**src/rtl/seg7_pkg.sv**
```systemverilog
// Shared constants and types for the 7-segment scan driver.
// Segment order is {g,f,e,d,c,b,a}, active-high.
package seg7_pkg;

    localparam logic [6:0] SEG_BLANK = 7'h00;

    // Entry k holds the pattern for hex digit k
    localparam logic [15:0][6:0] HEX_SEG = {
        7'h71, 7'h79, 7'h5E, 7'h39,
        7'h7C, 7'h77, 7'h6F, 7'h7F,
        7'h07, 7'h7D, 7'h6D, 7'h66,
        7'h4F, 7'h5B, 7'h06, 7'h3F
    };

    typedef enum logic {
        BLANK,
        DRIVE
    } slot_e;

endpackage

```
**src/rtl/hex_seg7_lut.sv**
```systemverilog
// Combinational hex nibble to 7-segment pattern lookup.
module hex_seg7_lut
    import seg7_pkg::*;
(
    input  logic [3:0] nib_i,
    output logic [6:0] seg_o
);

    assign seg_o = HEX_SEG[nib_i];

endmodule

```
**src/rtl/seg7_scan_driver.sv**
```systemverilog
// Time-multiplexed N-digit common-anode 7-segment driver with shadow
// register, inter-digit blank gap and leading-zero suppression.
module seg7_scan_driver
    import seg7_pkg::*;
#(
    parameter int N_DIG     = 4,
    parameter int SCAN_DIV  = 50000,
    parameter int BLANK_CYC = 8,
    parameter int LZ_BLANK  = 1
) (
    input  logic               CLK,
    input  logic               rst_n,
    input  logic [4*N_DIG-1:0] iData,
    input  logic               iLoad,
    input  logic [N_DIG-1:0]   iDp,
    output logic [6:0]         oSeg,
    output logic               oDp,
    output logic [N_DIG-1:0]   oAn,
    output logic [2:0]         oIdx
);

    localparam int PW = $clog2(SCAN_DIV);
    localparam int IW = (N_DIG > 1) ? $clog2(N_DIG) : 1;

    logic [PW-1:0]             presc_q, presc_d;
    logic [IW-1:0]             idx_q, idx_d;
    logic                      wrap;
    slot_e                     state_q, state_d;
    logic [N_DIG-1:0][3:0]     shadow_q, shadow_d;
    logic [N_DIG-1:0]          dpsh_q, dpsh_d;
    logic [6:0]                seg_q, seg_d;
    logic                      dp_q, dp_d;
    logic [N_DIG-1:0]          an_q, an_d;
    logic [N_DIG-1:0]          lz;
    logic                      zero_run;
    logic [3:0]                nib;
    logic [6:0]                lut_seg;

    assign wrap    = (presc_q == PW'(SCAN_DIV - 1));
    assign presc_d = wrap ? '0 : presc_q + 1'b1;

    always_comb begin
        idx_d = idx_q;
        if (wrap) begin
            idx_d = (idx_q == IW'(N_DIG - 1)) ? '0 : idx_q + 1'b1;
        end
    end

    always_comb begin
        state_d = state_q;
        case (state_q)
            BLANK: if (presc_d >= PW'(BLANK_CYC)) state_d = DRIVE;
            DRIVE: if (wrap && BLANK_CYC > 0) state_d = BLANK;
        endcase
    end

    assign shadow_d = iLoad ? iData : shadow_q;
    assign dpsh_d   = iLoad ? iDp : dpsh_q;

    // Digit k>0 is suppressed when it and every higher nibble are zero
    always_comb begin
        lz       = '0;
        zero_run = 1'b1;
        for (int k = N_DIG - 1; k >= 1; k--) begin
            zero_run = zero_run & (shadow_q[k] == 4'h0);
            lz[k]    = zero_run & (LZ_BLANK != 0);
        end
    end

    // Outputs follow the committed shadow, so a load is seen one edge later
    assign nib = shadow_q[idx_d];

    hex_seg7_lut u_lut (
        .nib_i (nib),
        .seg_o (lut_seg)
    );

    always_comb begin
        an_d  = '1;
        seg_d = SEG_BLANK;
        dp_d  = 1'b0;
        if (state_d == DRIVE) begin
            an_d[idx_d] = 1'b0;
            seg_d       = lz[idx_d] ? SEG_BLANK : lut_seg;
            dp_d        = dpsh_q[idx_d];
        end
    end

    always_ff @(posedge CLK or negedge rst_n) begin
        if (!rst_n) begin
            presc_q  <= '0;
            idx_q    <= '0;
            state_q  <= BLANK;
            shadow_q <= '0;
            dpsh_q   <= '0;
            seg_q    <= SEG_BLANK;
            dp_q     <= 1'b0;
            an_q     <= '1;
        end else begin
            presc_q  <= presc_d;
            idx_q    <= idx_d;
            state_q  <= state_d;
            shadow_q <= shadow_d;
            dpsh_q   <= dpsh_d;
            seg_q    <= seg_d;
            dp_q     <= dp_d;
            an_q     <= an_d;
        end
    end

    assign oSeg = seg_q;
    assign oDp  = dp_q;
    assign oAn  = an_q;
    assign oIdx = 3'(idx_q);

    a_one_anode: assert property (
        @(posedge CLK) disable iff (!rst_n) $countones(~oAn) <= 1
    );

endmodule

```
**config.mk**
```make
export PLATFORM = sky130hd
export DESIGN_NAME = seg7_scan_driver
export DESIGN_NICKNAME = d
export VERILOG_FILES = /design/src/rtl/seg7_pkg.sv /design/src/rtl/hex_seg7_lut.sv /design/src/rtl/seg7_scan_driver.sv
export SDC_FILE = /design/constraint.sdc
export NUM_CORES = 1
export LEC_CHECK = 0
export ABC_AREA = 0
export ABC_CLOCK_PERIOD_IN_PS = 3700
export CORE_ASPECT_RATIO = 1.5
export CORE_MARGIN = 2
export CORE_UTILIZATION = 51
export CTS_BUF_LIST = sky130_fd_sc_hd__clkbuf_2 sky130_fd_sc_hd__clkbuf_4 sky130_fd_sc_hd__clkbuf_8
export CTS_CLUSTER_DIAMETER = 80
export CTS_CLUSTER_SIZE = 10
export DETAILED_ROUTE_END_ITERATION = 16
export GPL_ROUTABILITY_DRIVEN = 0
export GPL_TIMING_DRIVEN = 0
export PLACE_DENSITY = 0.84
export SLEW_MARGIN = 20
export SYNTH_ARGS = -nofsm -noshare
export SYNTH_HDL_FRONTEND = slang
export SYNTH_HIERARCHICAL = 1
export SYNTH_SLANG_ARGS = --single-unit
```
**constraint.sdc**
```tcl
create_clock -name CLK -period 3.7 [get_ports CLK]
set_input_delay 0.74 -clock CLK [delete_from_list [all_inputs] [get_ports CLK]]
set_output_delay 0.74 -clock CLK [all_outputs]
set_load 0.05 [all_outputs]
```
# After elaboration in Yosys (flattened, before gate mapping)

Memory sizes are Yosys's and may differ from the RTL's.
Cells that the tools add are included.

Bits in registers: 51
Memory bits (read-only): 112
Input bits: 23
Output and inout port bits: 15
Memories kept: 1

$add $sub $neg: 2
Magnitude comparators: 4
Equal/unequal tests: 2
Muxes and demuxes: 19
Bitwise gates (word level): 4
Reduce and logical (&&, ||, !) cells: 4

Memories:

| name             | words | width | read ports | clocked after memory_dff | write ports | line              | source |
|---|---|---|---|---|---|---|---|
| (name not given) | 16    | 7     | 1          | 0                        | 0           | hex_seg7_lut.sv:9 | `assign seg_o = HEX_SEG[nib_i];` |

Operator list:

| kind                                                                   | count |
|---|---|
| 7-bit 2-to-1 mux                                                       | 3 |
| 16-bit by 1-bit adder with 16-bit output, second input constant        | 1 |
| 16-bit equality test, second input constant                            | 1 |
| 16-bit by 4-bit >= comparator with 1-bit output, second input constant | 1 |
| 16-bit 2-to-1 mux                                                      | 1 |
| 4-bit logical NOT                                                      | 3 |
| 4-bit binary-select mux with 2-bit select                              | 1 |
| 4-bit 2-to-1 mux                                                       | 2 |
| 1-bit 2-to-1 mux                                                       | 6 |
| 4-bit by 5-bit < comparator with 1-bit output, second input constant   | 1 |
| 1-bit binary-select mux with 2-bit select                              | 2 |
| 2-bit 2-to-1 mux                                                       | 2 |
| 4-bit NOT                                                              | 1 |
| 2-bit by 3-bit < comparator with 1-bit output, second input constant   | 1 |
| 2-bit by 1-bit adder with 2-bit output, second input constant          | 1 |
| 1-bit AND                                                              | 2 |
| 1-bit demux with 2-bit select                                          | 1 |
| 2-bit equality test, second input constant                             | 1 |
| 2-bit by 1-bit >= comparator with 1-bit output, second input constant  | 1 |
| 1-bit one-hot mux with 2 select lines                                  | 1 |
| 1-bit logical AND                                                      | 1 |
| 1-bit NOT                                                              | 1 |

# Longest topological paths before layout

Depth after elaboration: 9
Gate-level depth with buffers: 14
Gate-level depth less buffers: 14

# Hierarchy

The synthesis kept the hierarchy.

Modules (own cells, without submodules):

| module           | instances | cells each | area each (um^2) |
|---|---|---|---|
| seg7_scan_driver | 1         | 223        | 2,472.4 |
| hex_seg7_lut     | 1         | 33         | 282.8 |

# Worst setup path after synthesis

OpenSTA, ideal clock, no wires.

Path kind: register -> register
From: reg presc_q[5]
To: reg seg_q[3] (netlist: oSeg[3])
Setup time: 0.117 ns
Arrival: 3.395 ns
Setup slack: 0.188 ns
Cell stages (with the launch flop): 13
Path buffers: 2
Path through: dfrtp_1 > buf_4 > or4_4 > nor4_4 > mux2i_1 > clkbuf_1 > a211oi_1 > a21oi_1 > inv_1 > ha_1 > mux4_2 > nand3_1 > nor2_1

Word-level cells in the longest chain between the ends: 8
Elaborated cells between the ends (all ways): 16
Those cells by class: add/sub: 1; order compare: 1; eq/ne: 1; mux: 12; memory: 1

RTL lines:

| what                                      | line                    | source |
|---|---|---|
| start, declared                           | seg7_scan_driver.sv:25  | `logic [PW-1:0] presc_q, presc_d;` |
| start signal, assigned                    | seg7_scan_driver.sv:100 | `presc_q <= presc_d;` |
| 16-bit equality test                      | seg7_scan_driver.sv:39  | `assign wrap = (presc_q == PW'(SCAN_DIV - 1));` |
| 2-bit 2-to-1 mux                          | seg7_scan_driver.sv:44  | `if (wrap) begin` |
| 4-bit binary-select mux with 2-bit select | seg7_scan_driver.sv:71  | `assign nib = shadow_q[idx_d];` |
| 4-bit 2-to-1 mux (not written as such)    | seg7_scan_driver.sv:71  |  |
| via nib[0]                                | seg7_scan_driver.sv:36  | `logic [3:0] nib;` |
| memory 16 x 7 bit                         | n/a                     |  |
| 7-bit 2-to-1 mux (not written as such)    | hex_seg7_lut.sv:9       |  |
| via lut_seg[3]                            | seg7_scan_driver.sv:37  | `logic [6:0] lut_seg;` |
| 7-bit 2-to-1 mux                          | seg7_scan_driver.sv:84  | `seg_d = lz[idx_d] ? SEG_BLANK : lut_seg;` |
| 7-bit 2-to-1 mux                          | seg7_scan_driver.sv:82  | `if (state_d == DRIVE) begin` |
| via seg_d[3]                              | seg7_scan_driver.sv:31  | `logic [6:0] seg_q, seg_d;` |
| end signal, assigned                      | seg7_scan_driver.sv:105 | `seg_q <= seg_d;` |
| end, declared                             | seg7_scan_driver.sv:31  |  |

The timed path passes the listed nets, and every way through them passes these cells. The select of a mux whose other input is x is not followed.
A chain may end at the register's enable or synchronous reset.

# Worst setup path in the final report

From: reg presc_q[5]
To: reg seg_q[3] (netlist: oSeg[3])

Word-level cells in the longest chain between the ends: 8
Elaborated cells between the ends (all ways): 16
Those cells by class: add/sub: 1; order compare: 1; eq/ne: 1; mux: 12; memory: 1

RTL lines:

| what                                      | line                   | source |
|---|---|---|
| 16-bit equality test                      | seg7_scan_driver.sv:39 |  |
| 2-bit 2-to-1 mux                          | seg7_scan_driver.sv:44 |  |
| via idx_d[1]                              | seg7_scan_driver.sv:26 | `logic [IW-1:0] idx_q, idx_d;` |
| 4-bit binary-select mux with 2-bit select | seg7_scan_driver.sv:71 |  |
| 4-bit 2-to-1 mux (not written as such)    | seg7_scan_driver.sv:71 |  |
| via nib[1]                                | seg7_scan_driver.sv:36 |  |
| memory 16 x 7 bit                         | n/a                    |  |
| 7-bit 2-to-1 mux (not written as such)    | hex_seg7_lut.sv:9      |  |
| via lut_seg[3]                            | seg7_scan_driver.sv:37 |  |
| 7-bit 2-to-1 mux                          | seg7_scan_driver.sv:84 |  |
| 7-bit 2-to-1 mux                          | seg7_scan_driver.sv:82 |  |
| via seg_d[3]                              | seg7_scan_driver.sv:31 |  |

The timed path passes the listed nets, and every way through them passes these cells. The select of a mux whose other input is x is not followed.

==> results.md <==
- Outcome: completed
- DP HPWL: 4227 um
- Hold Vio Cnt, Final: 0
- CTS Hold Buffers Added: 0
- Synthesized flop and latch total: 51
- Wire per inst: about 15 um
- FFs w/ async S/R, synth: 100.0%
- Leakage: roughly 1.5 nW
- Critical-path cell list: buf_4 -> or4_4 -> nor4_4 -> buf_4 -> mux2i_4 -> inv_2 -> and2_1 -> a211oi_1 -> a21oi_2 -> inv_2 -> ha_2 -> inv_1 -> mux4_2 -> nand3_1 -> nor2_1
- Synth warnings: 6
- Mean number of vias per cell: 5.591
- Startpoint types: flip-flop
- Clk slew on worst S/H paths: 0.09 ns
- Number of global-route vias before repair: 2168
- Switching Fraction: a little over a quarter
- DRC: 0
- Synthesized cell area: 2755 um2
- Top FF cell, synth: dfrtp_1
- TritonRoute pass-1 iters: 4
- Via count: roughly 2100
- First DRT Iteration DRCs: 86
- Diode count: 0
- Clk root buf: clkbuf_8
- NumNets Final: 338
- FF+latch area: 1281 um2
- Sequential area share after synthesis: a little under half
- Syn Nets: between 200 and 300
- Internal Power: 0.0008675 W
- Flop pwr share: 51.5%
- Kind of critical path: flip-flop to flip-flop
- I/O Buffers: 35
- Full die area: 6018 um2
- Tightest Pin Transition: 0.6123 ns
- Final setup fails: 0
- Multi-input gate area: approximately 1400 um2
- Num CTS Buffers: 5
- Width of the die: 64.01 um
- Clock skew: slightly above 0.009 ns
- Post-synth top area share: between 40% and 50%
- Area grow syn2layout: 23.43%
- Slowest stage delay, CP: 0.58 ns
- Critical Path RT: 3.89 ns
- PwrDens: 350.5 nW/um2
- Number of flops mapped to enable cells by yosys: 0
- Gate power share: about a fifth
- Arrival @ worst endpoint: 3.75 ns
- Initial core utilization: 53.34%
- Global-route wire length before repair: approximately 9400 um
- Final WS setup: 0.1400 ns
- Total core area: 5165 um2
- Synth top area cells: dfrtp_1 (43%), mux2_2 (9.4%), ha_1 (4.5%)
- Mapped Cells: roughly 260
- Final cell count without fillers: around 370
- Fillers: 392
- Share of layout cells above drive strength 1: 24.18%
- FMAX: 280.9 MHz
- Worst-case clock buffer depth: 2
- Largest net degree at the start of global routing: 27
- Dominant cell type by area after synthesis: dfrtp_1
- Min-Delay Path Class: input port to async pin
- Die H: 94.02 um
- CP Max Fanout: 8
- Fin util: 65.84%
- Worst R2R Setup Slack: 0.14 ns
- H-tree levels: 2
- IR drop worst, VDD: ~0.29 mV
- Clock tree sinks: 51
- Min Tclk post-route: 3.560 ns
- Clock power share: 29.3%
- Routed Antenna Nets: 0
- Max_slew headroom: 59.18%
- CP Capture Type: flip-flop
- Wirelength, routed: 5621 um
- Syn avg cell area: 10.76 um2
- All-layer global routing usage: 19.77%
- Max Slew Vio Count: 0
- Rows: 32
- Tcrit/Tclk final: about 96%
- Remaining Overflow, GRT: 0
- Max_cap viols: 0
- Post-synthesis cell type count: around 50
- Antenna violations before repair: 0
- CTS tree: done
- NetSw: 0.0003245 W
- Worst path slowest cell: or4_4
- Clk_lat worst skew: 0.29 ns
- Dpl ws: -0.2715 ns
- Placed instance count: 360
- Ports: 38
==> metrics by stage <==
stage	TNS, ns	hold WS [ns]	total power (W)	instance area, um2
finish	0	0.4443	0.001192	3401
global route	-0.07582	0.4938	0.001247	3401
CTS	0	0.4536	0.001199	3332
detailed placement	-0.8417	0.5001	0.0008507	3213
global placement	-0.6657	0.4900	0.0008404	3191
floorplan	0	0.4444	0.0007615	2755
==> layout make-up <==
class,count,area share (%)
Buffer,15,2.723
Clock buffer,7,2.833
Clock inverter,1,0.2208
Inverter,12,1.398
Multi-Input combinational cell,178,40.36
Sequential cell,51,37.67
Tap cell,68,2.502
Timing Repair Buffer,42,12.29
==> layout by cell type (no fill, tap or decap), types with 2 or more instances in the layout <==
cell / instances
dfrtp_1: 47
clkdlybuf4s50_1: 34
mux2_2: 23
nor2_1: 21
nand3_1: 16
buf_4: 11
ha_1: 9
inv_1: 8
nand2_1: 8
a21oi_1: 8
xnor2_1: 7
mux2i_1: 7
clkbuf_8: 7
clkbuf_1: 6
nand4_1: 5
xor2_1: 5
a211oi_1: 5
nor3_1: 4
nor4_1: 4
and2_1: 4
dfstp_2: 4
or2_2: 3
nor2b_1: 3
o21ai_0: 3
or3_1: 3
a211o_1: 3
inv_2: 3
clkbuf_2: 2
or4_1: 2
nand2b_1: 2
nand4b_1: 2
mux2i_2: 2
or3b_2: 2
buf_6: 2
a21oi_2: 2
a21o_1: 2
a22oi_1: 2
==> cell usage after synthesis, drive strengths merged, types with 2 or more instances <==
master	number
a211o	3
a211oi	6
a21o	3
a21oi	10
a22oi	2
and2	4
and4	2
buf	6
clkbuf	9
dfrtp	47
dfstp	4
ha	10
inv	12
mux2	23
mux2i	10
nand2	8
nand2b	2
nand3	16
nand4	5
nand4b	2
nor2	21
nor2b	3
nor3	4
nor4	5
o21ai	4
or2	3
or3	3
or3b	2
or4	3
xnor2	7
xor2	5
==> state kept, by name, indices dropped and copies added (netlist names) <==
register and cells:
dpsh_q 4, shadow_q 16, presc_q 16, oSeg 7, oDp 1, idx_q 2
oAn 4, state_q 1
==> routing by layer <==
| metal | track usage [%] | wire (um) | vias to the layer above | part of all wire (%) |
|---|---|---|---|---|
| met2 | 38.02 | 3249 | 49 | 58 |
| met5 | 0 | 0 | - | 0 |
| met1 | 20.44 | 2029 | 1028 | 36 |
| met4 | 9.783 | 163 | 0 | 2.9 |
| li1 | - | - | 1000 | - |
| met3 | 2.638 | 178 | 14 | 3.2 |
==> what timing repair did <==
item / in CTS / in global routing
setup endpoints to repair: 6 / 5
buffers inserted: 2 / 4
pin swaps: 1 / 3
gates resized for setup: 0 / 16
endpoints found under the hold margin: 0 / 0
==> worst max-delay path: cells and delay by family (launching register included) <==
| kind | cells | cell delay (ns) |
|---|---|---|
| compound gates | 2 | 0.42 |
| simple gates | 5 | 1.18 |
| buf+inv | 5 | 0.59 |
| mux | 2 | 0.67 |
| flops | 1 | 0.37 |
| fa+ha+maj | 1 | 0.22 |
==> power groups by stage <==
stage	Sequential, W	Combinational (W)	Clock [W]
floorplan	0.000668	0.0000930	0
finish	0.000614	0.000229	0.000349
global route	0.000618	0.000247	0.000381
global placement	0.000623	0.000217	0
CTS	0.000613	0.000227	0.000359
detailed placement	0.000624	0.000226	0
==> cell families after synthesis <==
group                    synth area share (%)
AO/OA/AOI/OAI                           8.265
XOR/XNOR                                3.815
adder cells (fa/ha/maj)                 4.541
buffers and inverters                   4.950
flip-flops                              46.50
multiplexers                            13.85
other                                  0.1361
AND/OR/NAND/NOR                         17.94
==> worst paths after layout <==
check                                        start                      end  depth (start not counted)
max                           presc_q[5]$_DFF_PN0_        oSeg[3]$_DFF_PN0_                         15
max in group asynchronous                    rst_n         oAn[0]$_DFF_PN1_                          2
min in group CLK           shadow_q[3]$_DFFE_PN0P_  shadow_q[3]$_DFFE_PN0P_                          1
min reg2reg                shadow_q[3]$_DFFE_PN0P_  shadow_q[3]$_DFFE_PN0P_                          1
max reg2reg                   presc_q[5]$_DFF_PN0_        oSeg[3]$_DFF_PN0_                         15
min                                          rst_n     presc_q[6]$_DFF_PN0_                          1
No activity file was read; power rests on OpenSTA's default activity.
